==> src/rtl/pwm_ramp_ctrl.sv <==
// pwm_ramp_ctrl: walks a PWM compare value toward a target by a fixed step every N PWM periods.
// Optional macro PWM_RAMP_ABORT_EN adds an abort input that cancels a ramp in progress.
module pwm_ramp_ctrl #(
  parameter int WIDTH  = 16,
  parameter int PERIOD = 20000
) (
  input  logic             clk,
  input  logic             rst,
  input  logic             start,
  input  logic [WIDTH-1:0] target_duty,
  input  logic [WIDTH-1:0] step,
  input  logic [7:0]       periods_per_step,
  input  logic             period_end,
`ifdef PWM_RAMP_ABORT_EN
  input  logic             abort,
`endif
  output logic [WIDTH-1:0] duty_out,
  output logic             busy,
  output logic             done
);

  localparam logic [1:0] IDLE   = 2'd0;
  localparam logic [1:0] RAMP   = 2'd1;
  localparam logic [1:0] FINISH = 2'd2;
  localparam logic [WIDTH-1:0] MAX_DUTY = WIDTH'(PERIOD);

  logic [1:0]       state_q, state_d;
  logic [WIDTH-1:0] duty_q, duty_d;
  logic [WIDTH-1:0] target_q, target_d;
  logic [WIDTH-1:0] step_q, step_d;
  logic [7:0]       nper_q, nper_d;
  logic [7:0]       cnt_q, cnt_d;
  logic             busy_q, busy_d;
  logic             done_q, done_d;

  // One extra bit keeps cur+stp and cur-stp from wrapping; a borrow means we crossed the target.
  function automatic logic [WIDTH-1:0] step_toward(input logic [WIDTH-1:0] cur,
                                                   input logic [WIDTH-1:0] tgt,
                                                   input logic [WIDTH-1:0] stp);
    logic [WIDTH:0] sum;
    logic [WIDTH:0] diff;
    sum  = {1'b0, cur} + {1'b0, stp};
    diff = {1'b0, cur} - {1'b0, stp};
    if (cur < tgt) begin
      if (sum >= {1'b0, tgt}) step_toward = tgt;
      else                    step_toward = sum[WIDTH-1:0];
    end else begin
      if (diff[WIDTH] || (diff <= {1'b0, tgt})) step_toward = tgt;
      else                                      step_toward = diff[WIDTH-1:0];
    end
  endfunction

  // Next-state and datapath logic for the ramp FSM
  always_comb begin
    state_d  = state_q;
    duty_d   = duty_q;
    target_d = target_q;
    step_d   = step_q;
    nper_d   = nper_q;
    cnt_d    = cnt_q;
    busy_d   = busy_q;
    done_d   = 1'b0;
    case (state_q)
      IDLE: begin
        if (start) begin
          target_d = (target_duty > MAX_DUTY) ? MAX_DUTY : target_duty;
          step_d   = (step == {WIDTH{1'b0}}) ? {{(WIDTH-1){1'b0}}, 1'b1} : step;
          nper_d   = (periods_per_step == 8'd0) ? 8'd1 : periods_per_step;
          cnt_d    = 8'd0;
          busy_d   = 1'b1;
          state_d  = RAMP;
        end else begin
          busy_d   = 1'b0;
        end
      end
      RAMP: begin
`ifdef PWM_RAMP_ABORT_EN
        if (abort) begin
          cnt_d   = 8'd0;
          busy_d  = 1'b0;
          state_d = IDLE;
        end else
`endif
        if (duty_q == target_q) begin
          busy_d  = 1'b0;
          done_d  = 1'b1;
          state_d = FINISH;
        end else if (period_end) begin
          // Duty moves only on the period_end that completes N periods
          if (cnt_q == nper_q - 8'd1) begin
            cnt_d  = 8'd0;
            duty_d = step_toward(duty_q, target_q, step_q);
          end else begin
            cnt_d  = cnt_q + 8'd1;
          end
        end else begin
          cnt_d = cnt_q;
        end
      end
      FINISH: begin
        busy_d  = 1'b0;
        cnt_d   = 8'd0;
        state_d = IDLE;
      end
      default: begin
        busy_d  = 1'b0;
        cnt_d   = 8'd0;
        state_d = IDLE;
      end
    endcase
  end

  // State and output registers
  always_ff @(posedge clk or posedge rst) begin
    if (rst) begin
      state_q  <= IDLE;
      duty_q   <= {WIDTH{1'b0}};
      target_q <= {WIDTH{1'b0}};
      step_q   <= {WIDTH{1'b0}};
      nper_q   <= 8'd0;
      cnt_q    <= 8'd0;
      busy_q   <= 1'b0;
      done_q   <= 1'b0;
    end else begin
      state_q  <= state_d;
      duty_q   <= duty_d;
      target_q <= target_d;
      step_q   <= step_d;
      nper_q   <= nper_d;
      cnt_q    <= cnt_d;
      busy_q   <= busy_d;
      done_q   <= done_d;
    end
  end

  assign duty_out = duty_q;
  assign busy     = busy_q;
  assign done     = done_q;

endmodule

==> config.mk <==
export PLATFORM = sky130hd
export DESIGN_NAME = pwm_ramp_ctrl
export DESIGN_NICKNAME = d
export VERILOG_FILES = /design/src/rtl/pwm_ramp_ctrl.sv
export SDC_FILE = /design/constraint.sdc
export NUM_CORES = 1
export LEC_CHECK = 0
export ABC_AREA = 1
export CAP_MARGIN = 20
export CORE_UTILIZATION = 60
export CTS_BUF_LIST = sky130_fd_sc_hd__clkbuf_4
export DETAILED_ROUTE_END_ITERATION = 12
export PLACE_DENSITY_LB_ADDON = 0.1
export SLEW_MARGIN = 20
export SYNTH_ARGS = -nofsm -noshare
export SYNTH_HDL_FRONTEND = slang
export SYNTH_SLANG_ARGS = --single-unit
==> constraint.sdc <==
create_clock -name clk -period 7.22 [get_ports clk]
set_input_delay 1.083 -clock clk [delete_from_list [all_inputs] [get_ports clk]]
set_output_delay 1.083 -clock clk [all_outputs]
set_load 0.01 [all_outputs]
== Yosys cells after proc, flatten, opt, wreduce, memory -nomap -nowiden ==
Cells that the tools add are included.

* Latch bits: 0
* Output and inout port bits: 18
* Memories kept: 0
* Bits in read-only memories: 0
* Word-level logic and storage cells: 51
* Register bits: 68
* Memory bits (writable): 0

* Shift operators: 0
* Bitwise gates (word level): 1
* Divide/modulo/power cells: 0
* Order comparisons: 4
* Reduce and logical (&&, ||, !) cells: 8
* Multipliers: 0
* Add/subtract/negate cells: 4
* Multiplexer cells: 19
* Equality and inequality tests: 7

{| class="wikitable"
|+ Operator list
! cell !! count
|-
| $mux 16 || 5
|-
| $mux 8 || 5
|-
| $add 16x16->17 || 1
|-
| $ge 17x16->1 || 1
|-
| $le 17x16->1 || 1
|-
| $sub 16x16->17 || 1
|-
| $eq 16x16->1 || 1
|-
| $gt 16x15->1 const B || 1
|-
| $logic_not 16->1 || 1
|-
| $lt 16x16->1 || 1
|-
| $pmux 8 s2 || 1
|-
| $add 8x1->8 const B || 1
|-
| $eq 8x8->1 || 1
|-
| $logic_not 8->1 || 1
|-
| $ne 2x2->1 const B || 4
|-
| $sub 8x1->8 const B || 1
|-
| $mux 1 || 4
|-
| $mux 2 || 2
|-
| $pmux 2 s2 || 1
|-
| $reduce_and 2->1 || 2
|-
| $reduce_and 4->1 || 1
|-
| $reduce_and 3->1 || 1
|-
| $eq 2x1->1 const B || 1
|-
| $logic_not 2->1 || 1
|-
| other kinds (3) || 3
|}

== Longest topological paths before layout ==
Gate-level depths: netlist of run 1.

* Depth in word-level cells: 6
* Gate-level depth with buffers: 28
* Depth with buffers taken out: 26

== Worst setup path before layout of run 1 ==
Ideal clock, no wire load.

* Path type: register to register
* Start point: register duty_q[0], in the netlist duty_out[0]
* End point: register duty_q[11], in the netlist duty_out[11]
* Cell stages (with the launch flop): 25
* Library setup time: 0.116 ns
* Period minus slack after synthesis: 3.351 ns
* Setup slack: 3.869 ns
* Data arrival time: 3.235 ns
* Path through: dfrtp_1 inv_1 ha_1 inv_1 fa_1 nand3_1 nand2_1 nand3_1 nand2_1 a21oi_1 xor2_1 inv_1 ha_1 nand2_1 nor2_1 nand3b_1 nor3b_1 a21oi_4 nand2_2 buf_4 nand2_1 nand3_1 nand2_1 nand2_1 nand2_1

* Cells in the longest elaborated chain, start to end: 5

{| class="wikitable"
|+ RTL lines
! item !! line !! RTL
|-
| start: declaration || 28 || <nowiki>logic [WIDTH-1:0] duty_q, duty_d;</nowiki>
|-
| start signal: assignment || 117 || <nowiki>duty_q <= {WIDTH{1'b0}};</nowiki>
|-
| start signal: assignment || 126 || <nowiki>duty_q <= duty_d;</nowiki>
|-
| $sub 16x16->17 || 43 || <nowiki>diff = {1'b0, cur} - {1'b0, stp};</nowiki>
|-
| $le 17x16->1 || 48 || <nowiki>if (diff[WIDTH] || (diff <= {1'b0, tgt})) step_toward = tgt;</nowiki>
|-
| $logic_or 1x1->1 || 48 ||
|-
| $mux 16 || 48 ||
|-
| $mux 16 || 44 || <nowiki>if (cur < tgt) begin</nowiki>
|}

Parallel ways exist; a longest one is shown, timed or not.
A chain may end at the register's enable or synchronous reset.

== Worst setup path after layout of run 1 ==
* Start point: register duty_q[7], in the netlist duty_out[7]
* End point: register duty_q[3], in the netlist duty_out[3]

Same word-level chain as after synthesis.

==> results of run 1 <==
## through the flow
step / worst slack (ps) / instances
floorplan: 3870 / 962
global placement: 3170 / 1137
detailed placement: 3110 / 1137
CTS: 3070 / 1152
global route: 2610 / 1152
finish: 2900 / 1152
## power by group through the flow
stage	clock, uW	sequential (uW)	combinational, uW
after floorplan	0	444	848
after global placement	0	453	1120
after detailed placement	0	455	1140
after CTS	367	448	1140
after global routing	382	453	1300
final	366	450	1180
## registers in the layout (all words and copies together) (netlist names)
| register | flops |
|---|---|
| nper_q | 8 |
| cnt_q | 8 |
| state_q | 2 |
| target_q | 16 |
| done | 1 |
| busy | 1 |
| duty_out | 16 |
| step_q | 16 |
## kinds of logic (layout without fill, tap and decap cells)
family                     Yosys count  count (layout)
and+or+nand+nor                    489             489
buffers and inverters              158             212
AOI/OAI and AO/OA                  131             131
adders and majority gates           84              84
DFF                                 68              68
xor gates and xnor gates            32              32
## cells in the mapped netlist (3+ instances only)
cell type / number / area, um^2
nand3b_1: 12 / 90.1
nand4_1: 14 / 87.6
nor2_1: 57 / 214
xor2_1: 27 / 236
o21ai_0: 50 / 250
a22oi_1: 3 / 22.5
o21a_1: 3 / 22.5
inv_2: 4 / 15.0
clkinv_1: 3 / 11.3
nor4_1: 6 / 37.5
nand2_1: 275 / 1030
a21o_1: 8 / 60.1
dfrtp_1: 68 / 1700
a21oi_1: 59 / 295
xnor2_1: 5 / 43.8
nand3_1: 101 / 505
inv_1: 127 / 477
clkbuf_1: 13 / 48.8
buf_2: 8 / 40.0
nor3_1: 12 / 60.1
ha_1: 82 / 1030
## area by class of cell
| class | count | area (um^2) | area share |
|---|---|---|---|
| multi-input combinational | 736 | 4190 | 0.567 |
| sequential | 68 | 1700 | 0.230 |
| timing repair buffer | 63 | 626 | 0.0846 |
| inverter | 134 | 503 | 0.0680 |
| tap | 136 | 170 | 0.0230 |
| clock inverter | 6 | 136 | 0.0184 |
| clock buffer | 9 | 67.6 | 0.00914 |
## layer usage
metal / up-vias / wire length, um
li1: 3239 / -
met1: 2982 / 7970
met2: 289 / 8030
met3: 50 / 1940
met4: 0 / 631
met5: - / 0
## worst min-delay path, delay by kind of cell (launching register included)
kind	cells	cell delay, ps
flops	1	370
simple gates	2	100
## path summary, 6_finish.rpt
check / start / to / slack, ps / cells after the start
max in group asynchronous: rst / duty_out[3] / 5390 / 3
worst max-delay path: duty_out[7] / duty_out[3] / 2900 / 23
worst min-delay path: busy / busy / 490 / 2
min in group asynchronous: rst / step_q[15] / 1180 / 3
worst min register to register: busy / busy / 490 / 2
worst max register to register: duty_out[7] / duty_out[3] / 2900 / 23
==> impl_metrics.json, run 1 <==
{
  "ctsHoldBuffers": 0,
  "crit_type": "reg -> reg",
  "clock_latency_ps": 450,
  "synth-seq-cells": 68,
  "fp.dieH_um": 106,
  "pin_count": 62,
  "vias_per_cell": 5.69,
  "core_region_area_um2": 10400,
  "cts_tree": "done",
  "layout_min_cycle_time_ps": 4320,
  "dieArea_um2": 11300,
  "fin_util": 0.710,
  "min_period_over_period": 0.598,
  "grt_remaining_overflow": 0,
  "gp_congestion": 0.992,
  "use_met3": 0.0632,
  "internal_power_uw": 993,
  "numCtsBuffers": 9,
  "grt_pass1_wl_mm": 30.7,
  "synthMuxAreaShare": 0,
  "placed_cell_area_um2": 7190,
  "synth_ff_type": "dfrtp_1",
  "hold_violations": 0,
  "share_comb_of_total_power": 0.590,
  "ir_drop_mv": 0.317,
  "rsz0062_at_grt": "no",
  "path_cells": "ha_1 > inv_2 > a21o_1 > a21oi_1 > nand2_1 > nand2_1 > nand2_1 > xor2_1 > inv_1 > ha_1 > a21oi_1 > nor3_1 > nor3_1 > nand2_1 > nand2_1 > nand2_1 > nand2_1 > nand2_2 > nand2_1 > nand3_1 > nand2_1 > nand2_1 > nand2_1",
  "swShare": 0.502,
  "critPathMaxFanout": 18,
  "grtUsageMet1": 0.480,
  "p_switching_uw": 1000,
  "worst_pin_slew_ps": 999,
  "drive_gt1_frac": 0.0295,
  "ant_nets": 0,
  "syn_inst": 962,
  "p_per_area_nw_per_um2": 270,
  "mostFrequentLayoutCell": "nand2_1",
  "via_count": 6560,
  "clkTransAtPathRegs_ps": 130,
  "fmax_ghz": 0.232,
  "synthAdderAreaFrac": 0.164,
  "cts_root_buf": "clkbuf_4",
  "synth_cell_types": 40,
  "dp_hpwl_mm": 14.2,
  "p_leak_uw": 0.00406,
  "crit_slowest_cell": "nand2_1",
  "syn_area_um2": 6510,
  "slowest_delay_ps": 520,
  "total_power_uw": 1990,
  "cap_violations": 0,
  "maxSlewHeadroom": 0.334,
  "synth_top_family_by_area": "simple AND/OR/NAND/NOR gates",
  "crit_top_cell": "nand2_1",
  "drc_errors": 0,
  "cts.sink_count": 68,
  "grtUsageTotal": 0.352,
  "synth_compound_area_frac": 0.111,
  "startpoint_type": "flop",
  "synth-xor-area-share": 0.0431,
  "seqPwrFrac": 0.226,
  "num_antenna_cells": 0,
  "fin_area_um2": 7390,
  "start_util": 0.625,
  "finalClockSkew_ps": 19.7,
  "nets": 1140,
  "rows": 37,
  "clockPowerShare": 0.184,
  "hp-class": "reg -> reg",
  "hold_slack_ps": 494,
  "arrival_ps": 4700,
  "cts_resized": 0,
  "yosysSeqAreaShare": 0.261,
  "wl_per_cell_um": 16.1,
  "async_flop_share": 1.00,
  "grt_antenna_before_repair": 0,
  "drt_iter0_markers": 513,
  "path_buf_inv": 2,
  "post_cts_buffers": 0,
  "worstPathRequired_ps": 7600,
  "syn_avg_cell_area_um2": 6.76,
  "die_w_um": 106,
  "grt_max_degree": 69,
  "n_fill_cell": 913,
  "setup_tns_ps": 0,
  "io_buffers": 61,
  "layout-area-overhead-vs-synth_pct": 13.6,
  "synth_fp_nets": 1090,
  "mostFrequentLayoutCells": "nand2_1, inv_1, nand3_1, ha_1, dfrtp_1",
  "end_kind": "flop",
  "ys_warn_count": 0,
  "cts_htree_levels": 3,
  "cp_top_family": "simple AND/OR/NAND/NOR gates",
  "synth-edff-count": 0,
  "setup_viol": 0,
  "wl_mm": 18.6,
  "cts.path.max_buffers": 2,
  "busiest_layer": "met2",
  "grt_use_met2": 0.548,
  "first_pass_iters": 6,
  "synth_simple_gate_area_frac": 0.326,
  "outcome": "completed",
  "maxSlewViolCount": 0,
  "grt_pass1_vias": 6283
}
Power figures use the tool's default switching activity.
==> run 2, diff against run 1 <==
--- a/config.mk
+++ b/config.mk
@@ -7,7 +7,7 @@
 export LEC_CHECK = 0
 export ABC_AREA = 1
 export CAP_MARGIN = 20
-export CORE_UTILIZATION = 60
+export CORE_UTILIZATION = 55
 export CTS_BUF_LIST = sky130_fd_sc_hd__clkbuf_4
 export DETAILED_ROUTE_END_ITERATION = 12
 export PLACE_DENSITY_LB_ADDON = 0.1
==> constraint.sdc (replaced) <==
create_clock -name clk -period 3.8 [get_ports clk]
set_input_delay 0.57 -clock clk [delete_from_list [all_inputs] [get_ports clk]]
set_output_delay 0.57 -clock clk [all_outputs]
set_load 0.01 [all_outputs]
==> run 2 against run 1 <==
  * Total power is 110% higher
  * Clock power increased by 56%
  * Global-route usage decreased by 1.4 points
  * Fmax grew 19%
  * Via count grew 2.7%
  * Combinational power grew 130%
  * Sequential power up 86%
  * Register-to-register slack got worse by 2700 ps
  * Flip-flop and latch count is the same
  * Hold slack better by 15 ps
  * Critical path depth stayed put
  * Critical path type unchanged
==> impl_metrics.json, run 2 (synthesis results as in run 1) <==
{
  "grt_use_met2": 0.496,
  "setup_viol": 0,
  "drive_gt1_frac": 0.0875,
  "crit_slowest_cell": "dfrtp_1",
  "grt_max_degree": 69,
  "layout_min_cycle_time_ps": 3620,
  "first_pass_iters": 6,
  "layout-area-overhead-vs-synth_pct": 19.7,
  "cts.path.max_buffers": 2,
  "ir_drop_mv": 1.09,
  "gp_congestion": 0.985,
  "p_leak_uw": 0.00425,
  "cts_htree_levels": 3,
  "pin_count": 62,
  "use_met3": 0.0853,
  "end_kind": "flop",
  "clkTransAtPathRegs_ps": 150,
  "io_buffers": 61,
  "critPathMaxFanout": 8,
  "fin_util": 0.679,
  "p_per_area_nw_per_um2": 534,
  "busiest_layer": "met2",
  "cts_root_buf": "clkbuf_4",
  "numCtsBuffers": 9,
  "wl_mm": 20.1,
  "fp.dieH_um": 111,
  "finalClockSkew_ps": 37.7,
  "maxSlewHeadroom": 0.387,
  "cts_tree": "done",
  "grt_pass1_vias": 6288,
  "cts.sink_count": 68,
  "startpoint_type": "flop",
  "num_antenna_cells": 0,
  "hp-class": "reg -> reg",
  "cap_violations": 0,
  "rows": 39,
  "maxSlewViolCount": 0,
  "clock_latency_ps": 490,
  "grtUsageMet1": 0.481,
  "core_region_area_um2": 11500,
  "crit_type": "reg -> reg",
  "start_util": 0.567,
  "path_cells": "ha_1 > inv_2 > a21o_1 > a21oi_1 > nand2_2 > nand2_1 > nand2_1 > xor2_2 > inv_1 > ha_1 > nand2_1 > nor3_2 > nand2_2 > nand3_1 > nand3b_1 > inv_2 > nand2_2 > buf_4 > nand2_1 > nand3_1 > nand2_1 > nand2_1 > nand2_1",
  "total_power_uw": 4160,
  "grt_pass1_wl_mm": 32.3,
  "hold_violations": 0,
  "dieArea_um2": 12300,
  "ctsHoldBuffers": 0,
  "worstPathRequired_ps": 4170,
  "dp_hpwl_mm": 15.5,
  "slowest_delay_ps": 490,
  "grtUsageTotal": 0.337,
  "crit_top_cell": "nand2_1",
  "mostFrequentLayoutCells": "nand2_1, inv_1, nand3_1, ha_1, dfrtp_1",
  "mostFrequentLayoutCell": "nand2_1",
  "ant_nets": 0,
  "drc_errors": 0,
  "rrSetupSlack_ps": 180,
  "wl_per_cell_um": 16.8,
  "arrival_ps": 4000,
  "nets": 1176,
  "vias_per_cell": 5.64,
  "grt_remaining_overflow": 0,
  "drt_iter0_markers": 574,
  "grt_antenna_before_repair": 0,
  "via_count": 6737,
  "min_period_over_period": 0.953,
  "fmax_ghz": 0.276,
  "outcome": "completed",
  "die_w_um": 111,
  "worst_pin_slew_ps": 919
}
## run 2: timing repair
item / CTS / global route
cloned: 0 / 1
pin swaps: 0 / 5
setup buffers: 0 / 4
resized for setup: 2 / 30
endpoints found under the setup margin: 16 / 16
## run 2: cell type report
type,instances,area (um^2)
multi-input combinational,737,4330
fill,1010,3680
sequential,68,1700
timing repair buffer,98,917
inverter,134,503
tap,143,179
clock inverter,6,88.8
clock buffer,9,67.6
## run 2: metal layers
metal	part of all wire	vias to the layer above
met5	0	-
li1	-	3309
met4	0.028	0
met1	0.44	3083
met3	0.11	41
met2	0.42	304
## run 2: worst paths after layout
check                       startpoint      endpoint  depth (start not counted)
max                        duty_out[7]   duty_out[3]                         23
min                               busy          busy                          2
max reg2reg                duty_out[7]   duty_out[3]                         23
min reg2reg                       busy          busy                          2
max in group asynchronous          rst  target_q[12]                          3
min in group asynchronous          rst  duty_out[13]                          3
## run 2: worst max-delay path: cells and delay by family, from the launching register on
| kind | cells | cell delay [ps] |
|---|---|---|
| AOI/OAI and AO/OA | 2 | 360 |
| buffers and inverters | 4 | 370 |
| xor gates and xnor gates | 1 | 160 |
| adders and majority gates | 2 | 770 |
| and+or+nand+nor | 14 | 1340 |
| DFF | 1 | 490 |
## run 2: power by group
group | switching, uW | internal, uW | leakage, uW | total, uW
combinational | 1690 | 1070 | 0.00342 | 2760
clock | 306 | 263 | 0.0000784 | 570
sequential | 67.3 | 769 | 0.000757 | 836
total | 2060 | 2100 | 0.00425 | 4160
## run 2: per-stage QoR
step,setup WS (ps),hold slack [ps],TNS [ps],instance area [um^2],cells
after floorplan,449,469,0,6510,962
after global placement,99.7,484,0,7450,1175
after detailed placement,-22.9,475,-170,7450,1175
after CTS,90.1,509,0,7620,1190
after global routing,-41.0,538,-157,7790,1195
final,177,510,0,7790,1195
